$ cat src/rtl/cell_bus_arbiter.sv
// cell_bus_arbiter
//   Round-robin arbiter that shares one registered DATA_W-bit bus among N_REQ
//   requesters. One requester is granted at a time, and its data is captured onto
//   bus_out every cycle it keeps req high. A grant is force-released after
//   MAX_HOLD captured cycles, with a one-cycle timeout pulse. MAX_HOLD = 0 means
//   there is no limit. Every release is followed by one gnt=0 turnaround cycle.
//
// Ports
//   clk        in   rising-edge clock
//   r          in   asynchronous active-high reset
//   req        in   per-requester level request
//   data_in    in   packed requester data, requester i at [i*DATA_W +: DATA_W]
//   gnt        out  registered one-hot grant (or zero)
//   gnt_id     out  index of the current grant, or of the last grant when gnt=0
//   bus_out    out  registered data of the granted requester
//   bus_valid  out  bus_out was captured from an active grant
//   timeout    out  one-cycle pulse when a grant is force-released

module cell_bus_arbiter #(
    parameter int unsigned N_REQ    = 4,
    parameter int unsigned DATA_W   = 8,
    parameter int unsigned MAX_HOLD = 15,
    localparam int unsigned IDX_W   = $clog2(N_REQ)
) (
    input  logic                      clk,
    input  logic                      r,
    input  logic [N_REQ-1:0]          req,
    input  logic [N_REQ*DATA_W-1:0]   data_in,
    output logic [N_REQ-1:0]          gnt,
    output logic [IDX_W-1:0]          gnt_id,
    output logic [DATA_W-1:0]         bus_out,
    output logic                      bus_valid,
    output logic                      timeout
);

    // The hold counter must be able to reach MAX_HOLD. It needs at least one bit.
    localparam int unsigned HC_W = (MAX_HOLD < 2) ? 1 : $clog2(MAX_HOLD + 1);
    localparam logic [HC_W-1:0]  HOLD_LIM = HC_W'(MAX_HOLD);
    localparam logic [N_REQ-1:0] ONE_HOT0 = N_REQ'(1);

    typedef enum logic [1:0] {StIdle, StGrant, StRelease} state_e;

    state_e              state_q, state_d;
    logic [N_REQ-1:0]    gnt_q, gnt_d;
    logic [IDX_W-1:0]    gnt_id_q, gnt_id_d;
    logic [DATA_W-1:0]   bus_q, bus_d;
    logic                valid_q, valid_d;
    logic                timeout_q, timeout_d;
    logic [HC_W-1:0]     hold_q, hold_d;
    logic [IDX_W-1:0]    last_q, last_d;

    logic                win_found;
    logic [IDX_W-1:0]    win_idx;
    int                  cand;
    logic                req_sel;
    logic [DATA_W-1:0]   data_sel;
    logic                at_limit;

    // Round-robin search: start one past the last winner and wrap around.
    always_comb begin
        win_found = 1'b0;
        win_idx   = '0;
        cand      = 0;
        for (int k = 1; k <= int'(N_REQ); k++) begin
            cand = (int'(last_q) + k) % int'(N_REQ);
            if (!win_found && req[cand[IDX_W-1:0]]) begin
                win_found = 1'b1;
                win_idx   = cand[IDX_W-1:0];
            end
        end
    end

    assign req_sel  = req[gnt_id_q];
    assign data_sel = data_in[int'(gnt_id_q) * int'(DATA_W) +: DATA_W];
    // hold_q counts captured cycles. Reaching MAX_HOLD means the final beat is on the bus.
    assign at_limit = (MAX_HOLD != 0) && (hold_q == HOLD_LIM);

    // State register and all datapath registers
    always_ff @(posedge clk or posedge r) begin
        if (r) begin
            state_q   <= StIdle;
            gnt_q     <= '0;
            gnt_id_q  <= '0;
            bus_q     <= '0;
            valid_q   <= 1'b0;
            timeout_q <= 1'b0;
            hold_q    <= '0;
            last_q    <= IDX_W'(N_REQ - 1);
        end else begin
            state_q   <= state_d;
            gnt_q     <= gnt_d;
            gnt_id_q  <= gnt_id_d;
            bus_q     <= bus_d;
            valid_q   <= valid_d;
            timeout_q <= timeout_d;
            hold_q    <= hold_d;
            last_q    <= last_d;
        end
    end

    // Next-state logic
    always_comb begin
        state_d = state_q;
        unique case (state_q)
            StIdle, StRelease: state_d = win_found ? StGrant : StIdle;
            StGrant:           if (!req_sel || at_limit) state_d = StRelease;
            default:           state_d = StIdle;
        endcase
    end

    // Next values of the registered outputs
    always_comb begin
        gnt_d     = gnt_q;
        gnt_id_d  = gnt_id_q;
        bus_d     = bus_q;
        valid_d   = valid_q;
        timeout_d = 1'b0;
        hold_d    = hold_q;
        last_d    = last_q;
        unique case (state_q)
            StIdle, StRelease: begin
                valid_d = 1'b0;
                if (win_found) begin
                    gnt_d    = ONE_HOT0 << win_idx;
                    gnt_id_d = win_idx;
                    hold_d   = '0;
                end else begin
                    gnt_d = '0;
                end
            end
            StGrant: begin
                if (!req_sel || at_limit) begin
                    // bus_out keeps its last value through the release.
                    gnt_d     = '0;
                    valid_d   = 1'b0;
                    last_d    = gnt_id_q;
                    timeout_d = req_sel;
                end else begin
                    bus_d   = data_sel;
                    valid_d = 1'b1;
                    if (MAX_HOLD != 0) hold_d = hold_q + HC_W'(1);
                end
            end
            default: begin
                gnt_d   = '0;
                valid_d = 1'b0;
            end
        endcase
    end

    assign gnt       = gnt_q;
    assign gnt_id    = gnt_id_q;
    assign bus_out   = bus_q;
    assign bus_valid = valid_q;
    assign timeout   = timeout_q;

endmodule

$ cat config.mk
export PLATFORM = sky130hd
export DESIGN_NAME = cell_bus_arbiter
export DESIGN_NICKNAME = d
export VERILOG_FILES = /design/src/rtl/cell_bus_arbiter.sv
export SDC_FILE = /design/constraint.sdc
export NUM_CORES = 1
export LEC_CHECK = 0
export CAP_MARGIN = 20
export CORE_MARGIN = 2
export CORE_UTILIZATION = 45
export CTS_CLUSTER_SIZE = 14
export DETAILED_ROUTE_END_ITERATION = 10
export PLACE_DENSITY_LB_ADDON = 0.08
export SKIP_CTS_REPAIR_TIMING = 1
export SLEW_MARGIN = 20
export SYNTH_ARGS = -nofsm -noshare
export SYNTH_HDL_FRONTEND = slang
export SYNTH_SLANG_ARGS = --single-unit
$ cat constraint.sdc
create_clock -name clk -period 2.4 [get_ports clk]
set_input_delay 0.72 -clock clk [delete_from_list [all_inputs] [get_ports clk]]
set_output_delay 0.72 -clock clk [all_outputs]
set_load 0.05 [all_outputs]
* Yosys cells after proc, flatten, opt, wreduce, memory -nomap -nowiden
Index checks and enable logic that the tools add are counted.
** Storage, ports and cells
- Register bits :: 24
- Latch bits :: 0
- Bits in writable memories :: 0
- ROM bits :: 0
- Input bits :: 38
- Output and inout bits :: 16
- Memories :: 0
** Cells by class
- $add $sub $neg :: 5
- $mul :: 0
- Div/mod/pow operators :: 0
- $lt $le $gt $ge :: 5
- Equality and inequality tests :: 6
- Shift operators :: 2
- Multiplexer cells :: 31
- Bitwise gates (word level) :: 1
- Reduce and logical (&&, ||, !) cells :: 15
** Operators by type and width (count)
- $shiftx A32 B6 Y8 :: 1
- $mux W4 :: 4
- $pmux W4 S2 :: 2
- $lt A2 B3 Y1 const B :: 5
- $mux W1 :: 14
- $bmux W1 S2 :: 5
- $mux W2 :: 5
- $ne A2 B2 Y1 const B :: 3
- $reduce_and A2 Y1 :: 3
- $add A2 B1 Y2 const B :: 2
- $add A2 B2 Y2 const B :: 2
- $add A4 B1 Y4 const B :: 1
- $eq A4 B4 Y1 const B :: 1
- $logic_not A1 Y1 :: 4
- $pmux W2 S2 :: 1
- $shl A1 B2 Y4 const A :: 1
- $logic_and A1 B1 Y1 :: 3
- $reduce_and A3 Y1 :: 1
- $eq A2 B1 Y1 const B :: 1
- $eq A2 B2 Y1 const B :: 1
- $logic_not A2 Y1 :: 1
- $reduce_bool A2 Y1 :: 1
- $reduce_or A2 Y1 :: 1
- $logic_or A1 B1 Y1 :: 1
- $not A1 Y1 :: 1

* Logic depth before layout (Yosys ltp)
Gate-level depths: netlist of run 1.
- Depth in word-level cells :: 16
- Depth in mapped cells :: 7

* Least setup slack after synthesis of run 1
OpenSTA, ideal clock, no wires.
- Kind :: flip-flop to flip-flop
- Start :: register gnt_id_q[1] (netlist: gnt_id[1])
- End :: register last_q[1]
- Library setup time :: 0.085 ns
- Arrival :: 1.749 ns
- Path slack :: 0.566 ns
- Stages on the path, launching flop included :: 4
- Period minus slack after synthesis :: 1.834 ns
- Cells stage by stage :: dfrtp_1 mux4_2 a21boi_4 mux2_1
** On the way
- Word-level cells in the longest chain between the ends :: 5
** Ends and longest elaborated chain
- start: declaration :: RTL line 45 : logic [IDX_W-1:0] gnt_id_q, gnt_id_d;
- start signal: assignment :: RTL line 92 : gnt_id_q <= gnt_id_d;
- $bmux W1 S2 :: RTL line 73 : assign req_sel = req[gnt_id_q];
- $mux W1 (implied by the code) :: RTL line 73
- $logic_not A1 Y1 :: RTL line 132 : if (!req_sel || at_limit) begin
- $logic_or A1 B1 Y1 :: RTL line 132
- $reduce_and A2 Y1 (no source line)
- end signal: assignment :: RTL line 88 : last_q <= IDX_W'(N_REQ - 1);
- end signal: assignment :: RTL line 97 : last_q <= last_d;
- end: declaration :: RTL line 50 : logic [IDX_W-1:0] last_q, last_d;
Several ways; a longest one is shown, not always the timed one. The select of a mux whose other input is x is not followed.
A chain may end at the register's enable or synchronous reset.

* Worst setup path in the final report of run 1
- Start :: register gnt_q[2] (netlist: gnt[2])
- End :: output gnt[2]
** RTL lines
- start: declaration :: RTL line 44 : logic [N_REQ-1:0] gnt_q, gnt_d;
- start signal: assignment :: RTL line 91 : gnt_q <= gnt_d;
- end: declaration :: RTL line 29 : output logic [N_REQ-1:0] gnt,
No word-level cell between the ends.

==> results of run 1 <==
## metrics by stage
| stage | hold WS, ns | utilization | setup WS [ns] | total power, mW | instance area [µm²] |
|---|---|---|---|---|---|
| floorplan | 0.445 | - | 0.566 | 1.70 | 1240 |
| global placement | 0.459 | 0.683 | 0.0848 | 2.14 | 1830 |
| detailed placement | 0.461 | 0.683 | 0.0439 | 2.18 | 1830 |
| CTS | 0.492 | 0.696 | 0.158 | 2.39 | 1870 |
| global route | 0.525 | 0.696 | 0.122 | 2.52 | 1870 |
| finish | 0.489 | 0.696 | 0.169 | 2.37 | 1870 |
## Yosys cell counts, types with 2 or more instances
master and instances:
nor2b_1 2, o21ai_1 2, a22o_1 2, clkbuf_1 2, nand3_1 3, mux2_1 2, nor2_1 5, dfstp_2 2
mux4_2 9, inv_1 2, a21o_1 2, mux2i_1 3, dfrtp_1 22, nand2_1 36, nand2b_1 3
## layer usage
metal | up-vias | GRT usage
met2 | 31 | 0.351
li1 | 509 | -
met4 | 0 | 0.0714
met1 | 542 | 0.245
met5 | - | 0
met3 | 4 | 0.0369
## cell type report
cell class	instances	area [µm²]	area share
inverter	3	11.3	0.00602
timing repair buffer	60	591	0.316
multi-input combinational	80	591	0.316
tap	31	38.8	0.0207
sequential	24	603	0.322
clock buffer	4	36.3	0.0194
## sequential cells by signal (all words and copies together), names as in the netlist
signal and cells:
bus_out 8, bus_valid 1, gnt 4, gnt_id 2, hold_q 4, last_q 2
state_q 2, timeout 1
## kinds of logic after synthesis
kind of cell / Yosys count / synth area share
AO/OA/AOI/OAI: 12 / 0.0749
adder cells (fa/ha/maj): 1 / 0.0101
buffers and inverters: 8 / 0.0344
flip-flops: 24 / 0.488
multiplexers: 14 / 0.206
AND/OR/NAND/NOR: 53 / 0.186
## power by group
group | leakage (nW) | switching (mW) | total [mW] | internal, mW
registers | 0.304 | 0.144 | 0.729 | 0.585
clock network | 0.0210 | 0.120 | 0.213 | 0.0926
logic | 0.531 | 0.834 | 1.43 | 0.595
## worst min-delay path by stage
stage	from	end	slack [ns]	cells after the start
after global routing	bus_out[4]	bus_out[4]	0.53	2
after global placement	bus_out[7]	bus_out[7]	0.46	2
after floorplan	hold_q[3]	hold_q[3]	0.44	1
final	bus_out[4]	bus_out[4]	0.49	2
after detailed placement	bus_out[4]	bus_out[4]	0.46	2
after CTS	bus_out[4]	bus_out[4]	0.49	2
==> results.json, run 1 <==
{
  "cts.clk_slew.worst_paths_ns": 0.13,
  "timing.final.crit_share": 0.930,
  "seq_area_frac_synth": 0.488,
  "gr-total-overflow": 0,
  "synth_area_um2": 1240,
  "core_area_um2": 2690,
  "boundaryPins": 54,
  "rsz0062_at_grt": "false",
  "port_buffers": 53,
  "initial_utilization": 0.460,
  "critical_path_class": "flop to primary output",
  "vdd_drop_max_v": 0.000878,
  "max_freq_mhz": 448,
  "grt_pass1_wl_mm": 4.91,
  "final_common_cell": "clkdlybuf4s50_1",
  "yosys.area.top_type": "dfrtp_1",
  "row_count": 19,
  "crit_required_ns": 1.68,
  "vias": 1086,
  "synthTopCellsByArea": "dfrtp_1 45%, mux4_2 16%, nand2_1 11%",
  "worstSetupStartpointType": "flop",
  "synth_ff_type": "dfrtp_1",
  "clock_latency_ns": 0.31,
  "synth.yosys.warnings": 0,
  "crit_end": "gnt[2]",
  "cp_slowest_stage_delay_ns": 0.81,
  "grt_antenna_before_repair": 0,
  "async_reset_ff_frac": 1.00,
  "cts_tree": "done",
  "h-tree-depth": 1,
  "synth_top_area_share": 0.445,
  "syn-num-nets": 151,
  "slew_violations": 0,
  "chipHeight_um": 56.4,
  "period_needed_ns": 2.23,
  "final_cells": 202,
  "ys_ff_latch": 24,
  "synth_edf_count": 0,
  "hpwl_mm": 2.28,
  "routed_wirelength_mm": 2.97,
  "fin_nets": 211,
  "ant_nets": 0,
  "dp.cells": 198,
  "areaGrowthSynthToFinish_pct": 51.3,
  "powerDensity_nw_per_um2": 1270,
  "finalSetupViolCount": 0,
  "cts_sinks": 24,
  "cp-end-kind": "primary output",
  "drc_errors": 0,
  "run_status": "complete, no violations",
  "track_usage": 0.200,
  "routed.top_layer": "met4",
  "critical-path-top-delay-family": "buffers and inverters",
  "crit_path_top_delay_cell": "clkdlybuf4s50_1",
  "layout-drive-gt1-share": 0.158,
  "cp_max_fo": 2,
  "cp.depth": 1,
  "setup_tns_ns": 0,
  "hold_viol": 0,
  "r2r-start": "gnt_id[0]",
  "arrival_ns": 1.51,
  "cap_violations": 0,
  "firstDrtPassIters": 5,
  "viasPerCell": 5.38,
  "grt_max_degree": 25,
  "gp_congestion": 0.710,
  "diodes": 0,
  "die_x_um": 56.4,
  "synth_cell_types": 30,
  "syn_inst": 112,
  "m1WireLength_mm": 1.19,
  "fin_skew_ns": 0.00436,
  "clk_path_buf_depth": 2,
  "worst_slew_pin_slew_ns": 0.518,
  "reg2reg_depth": 5,
  "critPathBufInv": 1,
  "root_buffer": "clkbuf_4",
  "grt_pass1_vias": 1134,
  "wl_per_cell_um": 14.7,
  "synth.avg_cell_area_um2": 11.0,
  "cts_buffers": 3,
  "hp-class": "flop to flop",
  "regToRegSetupSlack_ns": 0.69,
  "mostFrequentLayoutCells": "51 x clkdlybuf4s50_1, 36 x nand2_1, 22 x dfrtp_1",
  "drt_iter0_markers": 34,
  "dr_wl_met2_mm": 1.61,
  "fp.dieArea_um2": 3180,
  "worstSetupStartpoint": "gnt[2]",
  "relSlewSlack": 0.653,
  "crit_chain": "clkdlybuf4s50_1",
  "fillers": 221,
  "r2r-end": "hold_q[3]",
  "route.met3.wl_um": 130,
  "p_leak_nw": 0.856
}
(Power assumes the default switching activity.)
==> inputs of run 2 (changes only) <==
--- a/config.mk
+++ b/config.mk
@@ -10,7 +10,7 @@
 export CORE_UTILIZATION = 45
 export CTS_CLUSTER_SIZE = 14
 export DETAILED_ROUTE_END_ITERATION = 10
-export PLACE_DENSITY_LB_ADDON = 0.08
+export PLACE_DENSITY = 0.9
 export SKIP_CTS_REPAIR_TIMING = 1
 export SLEW_MARGIN = 20
 export SYNTH_ARGS = -nofsm -noshare
==> results.json, run 2 (same netlist as run 1, synthesis figures left out) <==
{
  "crit_required_ns": 1.68,
  "timing.final.crit_share": 0.937,
  "areaGrowthSynthToFinish_pct": 50.2,
  "cts_tree": "done",
  "gr-total-overflow": 0,
  "firstDrtPassIters": 4,
  "clock_latency_ns": 0.31,
  "boundaryPins": 54,
  "hold_start": "bus_out[4]",
  "final_util": 0.691,
  "reg2reg_depth": 6,
  "hpwl_mm": 2.38,
  "regArea_um2": 603,
  "period_needed_ns": 2.25,
  "gp_congestion": 0.778,
  "clk_path_buf_depth": 2,
  "hold_depth": 2,
  "regToRegSetupSlack_ns": 0.60,
  "mostFrequentLayoutCells": "51 x clkdlybuf4s50_1, 36 x nand2_1, 22 x dfrtp_1",
  "grt_pass1_wl_mm": 4.93,
  "grt_antenna_before_repair": 0,
  "row_count": 19,
  "h-tree-depth": 1,
  "ant_nets": 0,
  "largest_reg_flops": 8,
  "r2r-end": "hold_q[3]",
  "hold_viol": 0,
  "initial_utilization": 0.460,
  "arrival_ns": 1.53,
  "vdd_drop_max_v": 0.000977,
  "cts.clk_slew.worst_paths_ns": 0.12,
  "fillers": 183,
  "crit_path_top_delay_cell": "clkdlybuf4s50_1",
  "multi_input_area_um2": 591,
  "slew_violations": 0,
  "port_buffers": 53,
  "max_freq_mhz": 445,
  "diodes": 0,
  "cp_max_fo": 2,
  "root_buffer": "clkbuf_4",
  "drt_iter0_markers": 9,
  "placed_area_um2": 1830,
  "layout-drive-gt1-share": 0.153,
  "viasPerCell": 5.39,
  "design_area_um2": 1860,
  "grt_max_degree": 25,
  "fin_skew_ns": 0.00842,
  "rsz0062_at_grt": "false",
  "cp-end-kind": "primary output",
  "cts_sinks": 24,
  "vias": 1084,
  "track_usage": 0.205,
  "crit_chain": "clkdlybuf4s50_1",
  "drc_errors": 0,
  "final_common_cell": "clkdlybuf4s50_1",
  "die_x_um": 56.4,
  "hold_end": "bus_out[4]",
  "grt_pass1_vias": 1145,
  "core_area_um2": 2690,
  "cts_buffers": 3,
  "wl_per_cell_um": 14.7,
  "cap_violations": 0,
  "relSlewSlack": 0.663,
  "r2r-start": "gnt_id[1]",
  "hp-class": "flop to flop",
  "worst_slew_pin_slew_ns": 0.504,
  "critPathBufInv": 1,
  "powerDensity_nw_per_um2": 1260,
  "critical-path-top-delay-family": "buffers and inverters",
  "cp_slowest_stage_delay_ns": 0.82,
  "run_status": "complete, no violations",
  "critical_path_class": "flop to primary output",
  "fin_nets": 211,
  "routed_wirelength_mm": 2.96,
  "worstSetupStartpointType": "flop",
  "finalSetupViolCount": 0,
  "fp.dieArea_um2": 3180,
  "p_leak_nw": 0.849,
  "chipHeight_um": 56.4
}
-- run 2: routing by layer --
metal | share of wire | GRT usage | vias to the layer above
li1 | - | - | 503
met5 | 0 | 0 | -
met2 | 0.54 | 0.375 | 49
met3 | 0.060 | 0.0276 | 10
met4 | 0.033 | 0.0884 | 0
met1 | 0.37 | 0.237 | 522
-- run 2: area by class of cell --
| class | instances | area share |
|---|---|---|
| sequential | 24 | 0.325 |
| multi-input combinational | 80 | 0.318 |
| timing repair buffer | 60 | 0.318 |
| tap | 31 | 0.0209 |
| clock buffer | 3 | 0.0121 |
| inverter | 3 | 0.00606 |
-- run 2: worst max-delay path by stage --
stage	depth (start not counted)	endpoint	slack, ns	start
after global routing	1	bus_out[1]	0.12	bus_out[1]
final	1	bus_out[1]	0.15	bus_out[1]
after CTS	1	bus_out[1]	0.17	bus_out[1]
after detailed placement	6	hold_q[3]	-0.03	req[0]
after floorplan	3	last_q[1]	0.57	gnt_id[1]
after global placement	6	hold_q[3]	0.1	req[0]
-- run 2: power breakdown --
part	total, mW	internal, mW	switching [mW]
Combinational	1.46	0.596	0.866
Sequential	0.712	0.586	0.127
Clock	0.171	0.0587	0.113
-- run 2: through the flow --
step	power, mW	setup WS (ns)	hold slack [ns]	setup TNS [ns]	std cells
after floorplan	1.70	0.566	0.445	0	112
after global placement	2.12	0.0982	0.463	0	198
after detailed placement	2.18	-0.0298	0.466	-0.0298	198
after CTS	2.35	0.165	0.497	0	201
after global routing	2.48	0.123	0.528	0	201
final	2.35	0.151	0.495	0	201
==> inputs of run 3 (changes only) <==
--- a/config.mk
+++ b/config.mk
@@ -6,6 +6,7 @@
 export NUM_CORES = 1
 export LEC_CHECK = 0
 export CAP_MARGIN = 20
+export CORE_ASPECT_RATIO = 1.5
 export CORE_MARGIN = 2
 export CORE_UTILIZATION = 45
 export CTS_CLUSTER_SIZE = 14
==> constraint.sdc (replaced) <==
create_clock -name clk -period 2.85 [get_ports clk]
set_input_delay 0.855 -clock clk [delete_from_list [all_inputs] [get_ports clk]]
set_output_delay 0.855 -clock clk [all_outputs]
set_load 0.05 [all_outputs]
==> results.json, run 3 (same netlist as run 1, synthesis figures left out) <==
{
  "run_status": "complete, no violations",
  "largest_reg_flops": 8,
  "gp_congestion": 0.730,
  "critical_path_class": "flop to primary output",
  "final_cells": 205,
  "diodes": 0,
  "firstDrtPassIters": 4,
  "arrival_ns": 1.46,
  "cp.depth": 1,
  "timing.final.crit_share": 0.813,
  "mostFrequentLayoutCells": "53 x clkdlybuf4s50_1, 36 x nand2_1, 22 x dfrtp_1",
  "clk_path_buf_depth": 2,
  "hp-class": "flop to flop",
  "worst_slew_pin_slew_ns": 0.657,
  "hpwl_mm": 2.48,
  "crit_chain": "clkdlybuf4s50_1",
  "grt_pass1_vias": 1139,
  "reg2reg_depth": 6,
  "hold_depth": 2,
  "port_buffers": 53,
  "powerDensity_nw_per_um2": 1120,
  "cp_max_fo": 2,
  "drt_iter0_markers": 23,
  "max_freq_mhz": 432,
  "ant_nets": 0,
  "layout-drive-gt1-share": 0.131,
  "boundaryPins": 54,
  "fin_skew_ns": 0.00844,
  "crit_required_ns": 2.00,
  "grt_pass1_wl_mm": 5.11,
  "cap_violations": 0,
  "setup_tns_ns": 0,
  "die_x_um": 46.8,
  "initial_utilization": 0.467,
  "fp.dieArea_um2": 3190,
  "gr-total-overflow": 0,
  "p_leak_nw": 0.850,
  "relSlewSlack": 0.559,
  "vias": 1080,
  "root_buffer": "clkbuf_8",
  "hold_viol": 0,
  "cts_tree": "done",
  "crit_path_top_delay_cell": "clkdlybuf4s50_1",
  "chipHeight_um": 68.2,
  "critical-path-top-delay-family": "buffers and inverters",
  "core_area_um2": 2650,
  "vdd_drop_max_v": 0.000833,
  "cts.clk_slew.worst_paths_ns": 0.09,
  "cp_slowest_stage_delay_ns": 0.82,
  "rsz0062_at_grt": "false",
  "final_common_cell": "clkdlybuf4s50_1",
  "h-tree-depth": 1,
  "areaGrowthSynthToFinish_pct": 52.3,
  "row_count": 23,
  "slew_violations": 0,
  "viasPerCell": 5.27,
  "clock_latency_ns": 0.27,
  "grt_antenna_before_repair": 0,
  "track_usage": 0.231,
  "drc_errors": 0,
  "dp.cells": 201,
  "fin_nets": 208,
  "period_needed_ns": 2.32,
  "critPathBufInv": 1,
  "worstSetupStartpointType": "flop",
  "final_util": 0.711,
  "setup_ws_ns": 0.533,
  "dp_slack_ns": 0.282,
  "cts_buffers": 3,
  "cts_sinks": 24,
  "routed_wirelength_mm": 3.27,
  "finalSetupViolCount": 0,
  "grt_max_degree": 25,
  "cp-end-kind": "primary output",
  "wl_per_cell_um": 15.9
}
run 3: changes by cell type in the layout (fill, tap and decap cells not counted), sizes merged:
cell / delta
bufinv: +1
buf: -5
clkdlybuf4s50: +2
run 3: power breakdown:
group / internal [mW] / switching, mW
combinational: 0.479 / 0.735
sequential: 0.495 / 0.101
clock: 0.188 / 0.109
total: 1.16 / 0.946
run 3: final timing paths:
check                                start    endpoint  slack, ns
worst max-delay path            bus_out[3]  bus_out[3]       0.53
worst min register to register  bus_out[6]  bus_out[6]       0.49
min in group asynchronous                r  bus_out[5]       0.91
worst min-delay path            bus_out[6]  bus_out[6]       0.49
max in group asynchronous                r   last_q[1]       1.64
worst max register to register   gnt_id[1]   hold_q[3]       1.01
run 3: layout make-up:
class,count,area [µm²]
Fill cell,191,764
Sequential cell,24,603
Multi-Input combinational cell,80,591
Timing Repair Buffer,57,561
Tap cell,37,46.3
Clock buffer,3,41.3
Clock inverter,1,30.0
Inverter,3,11.3
run 3: routing by layer:
layer / up-vias / share of wire / global-route usage
li1: 499 / - / -
met1: 542 / 0.36 / 0.278
met2: 33 / 0.59 / 0.394
met3: 6 / 0.039 / 0.0343
met4: 0 / 0.017 / 0.104
met5: - / 0 / 0
run 3: stage by stage:
stage	area (µm²)	power (mW)	hold slack, ns
final	1880	2.11	0.492
after global routing	1880	2.22	0.511
after CTS	1880	2.12	0.491
after detailed placement	1810	1.81	0.462
after global placement	1810	1.76	0.460
after floorplan	1240	1.43	0.445
==> variant 1 (settings of run 2) <==
The parameter `N_REQ` goes from 4 to 8.
--- a/src/rtl/cell_bus_arbiter.sv
+++ b/src/rtl/cell_bus_arbiter.sv
@@ -18,5 +18,5 @@
 
 module cell_bus_arbiter #(
-    parameter int unsigned N_REQ    = 4,
+    parameter int unsigned N_REQ    = 8,
     parameter int unsigned DATA_W   = 8,
     parameter int unsigned MAX_HOLD = 15,
Ports: changed (resized data_in, gnt, gnt_id and req); port bits go from 54 to 95. No check against the original RTL was run, so the function may have changed too.
==> variant 1 against run 2 <==
The run now ends with negative setup slack left. Routed wire length grew to 3.1 times the old value. Clock skew shrank 0.0015 ns. Non-clock buffer count grew 86. Count of clock-buffer cells in the layout grew 5. Cell area grew 150%. Synthesized area grew 130%. Sequential cell count grew 6. Power grew to 3.2 times the old value. Die area grew 120%. Cell count grew 130%. Register-to-register slack lost 1.3 ns. Worst setup slack lost 0.81 ns.
==> variant 1: results (changes against run 2) <==
[detailed_routing]
m1WireLength_um = 3327  ; +200%
drtIter0Drc = 192  ; +183
num_vias = 2799  ; +160%
firstDrtPassIters = 4  ; unchanged
wl_met3_um = 784  ; +340%
wl_per_cell_um = 20.07  ; +36%
top_layer_used = met4
wl_met2_um = 4918  ; +210%

[cells_and_area]
drive_gt1_share_pct = 39.12  ; +24 points
nets = 462  ; +120%
stdcell_count = 461  ; +130%
num_antenna_cells = 0  ; unchanged

[global_route]
grt_pass1_vias = 2905  ; +150%
overflow = 0  ; unchanged
grt_pass1_wl_um = 14020  ; +180%
antenna_found_initial = 0  ; unchanged
grt_usage_pct = 24.76  ; +4.3 points
grt_max_degree = 31  ; +24%

[critical_path]
crit_arrival_ns = 3.20  ; +1.67 ns
ff2ff_path_depth = 11  ; +5
slowest_delay_ns = 0.58  ; -0.24 ns
critPathMaxFanout = 5  ; +3
crit_family = multiplexers
slowest_stage = mux4_2

[sta]
postLayoutSetupSlackWorst_ns = -0.6625  ; -0.8135 ns
fin_skew_ns = 0.006906  ; -0.001511 ns
finalSetupViolCount = 16  ; +16
tightest_slew_ns = 0.5362  ; +0.03203 ns

[logic_synthesis]
yosysSeqAreaShare_pct = 26.48  ; -22 points
ys_top_cells_by_area = mux4_2, dfrtp_1, mux2i_1
ys_warn_count = 0  ; unchanged
synthFlopType = dfrtp_1
synth_cells = 251  ; +120%
syn_nets = 328  ; +120%
synth_cell_type_count = 59  ; +97%
async_flop_share_pct = 100.0  ; unchanged
yosys-top-cells-count = mux4_2, dfrtp_1, nand2_1

[power]
ir_drop_v = 0.001028  ; +5.2%
cellLeakagePower_uw = 0.001872  ; +120%
p_int_uw = 3959  ; +220%

[cts]
htree_levels = 2  ; +1
clk_latency_ns = 0.27  ; -0.04 ns
clockRootBuffer = clkbuf_8
cts_made_buffers = 5  ; +2
clk_pin_slew_ns = 0.06  ; -0.06 ns
clock_path_buffers = 2  ; unchanged

[placed_design]
gp_congestion = 0.8838  ; +14%
dp.cells = 448  ; +130%
io_buffer_count = 94  ; +77%
place_hpwl_um = 6767  ; +180%

[hold_path]
whs_path_depth = 2  ; unchanged
hp-class = reg -> reg

[outcome]
status = complete, but fails checks
failed_checks = negative setup slack

-- variant 1: changes by cell type in the layout (fill, tap and decap cells not counted), sizes merged, moves of 6 or more --
cell,before,now
buf,9,55
a21oi,1,13
clkdlybuf4s50,51,83
nand2,36,23
nor2,5,20
inv,3,11
dlymetal6s2s,0,8
mux2i,3,20
and2,0,6
o21ai,3,17
mux4,9,34
-- variant 1: worst min-delay path, stage by stage, from the launching register on --
cell and delay (ns):
dfrtp_1 0.35, nand2_1 0.06, o21ai_2 0.05
-- variant 1: cell type report --
class / instances / area [µm²]
multi-input combinational: 191 / 2132
timing repair buffer: 146 / 1441
sequential: 30 / 754.5
tap: 75 / 93.84
fill: 373 / 1470
inverter: 11 / 43.79
clock buffer: 8 / 90.09
-- variant 1: metrics by stage --
step / power, µW / setup TNS, ns / instance area, µm² / hold slack (ns) / worst slack [ns]
floorplan: 4452 / -9.521 / 2898 / 0.4750 / -0.7441
global placement: 5907 / -14.72 / 4183 / 0.4707 / -0.8353
detailed placement: 6111 / -17.70 / 4183 / 0.4814 / -0.9599
CTS: 6539 / -9.426 / 4273 / 0.4939 / -0.6699
global route: 7802 / -9.654 / 4556 / 0.5211 / -0.7628
finish: 7403 / -8.169 / 4556 / 0.4962 / -0.6625
-- variant 1: power by group through the flow --
stage / combinational (µW) / clock [µW] / sequential, µW
after global routing: 6430 / 436 / 937
after global placement: 5010 / 0 / 893
after CTS: 5230 / 413 / 901
final: 6080 / 404 / 918
after floorplan: 3220 / 0 / 1230
after detailed placement: 5200 / 0 / 908
-- variant 1: kinds of logic after synthesis --
| group | after synthesis | synth area share [%] |
|---|---|---|
| AND/OR/NAND/NOR | 71 | 12.78 |
| multiplexers | 60 | 37.55 |
| AO/OA/AOI/OAI | 53 | 13.70 |
| buffers and inverters | 30 | 6.280 |
| flip-flops | 30 | 26.48 |
| XOR/XNOR | 4 | 1.889 |
| adder cells (fa/ha/maj) | 3 | 1.318 |
-- variant 1: worst paths after layout --
kind                                  startpoint                     to  slack, ns
min in group asynchronous                      r     gnt[0]$_DFFE_PP0N_       0.82
hold / removal                gnt[4]$_DFFE_PP0N_     gnt[4]$_DFFE_PP0N_       0.50
setup / recovery           last_q[0]$_DFFE_PP1P_     gnt[6]$_DFFE_PP0N_      -0.66
hold reg to reg               gnt[4]$_DFFE_PP0N_     gnt[4]$_DFFE_PP0N_       0.50
max in group asynchronous                      r  last_q[2]$_DFFE_PP1P_       1.26
setup reg to reg           last_q[0]$_DFFE_PP1P_     gnt[6]$_DFFE_PP0N_      -0.66
-- variant 1: layer usage --
metal / vias to the layer above / global-route usage [%]
met2: 185 / 45.02
met4: 0 / 6.305
li1: 1246 / -
met1: 1337 / 30.35
met3: 31 / 4.253
met5: - / 0
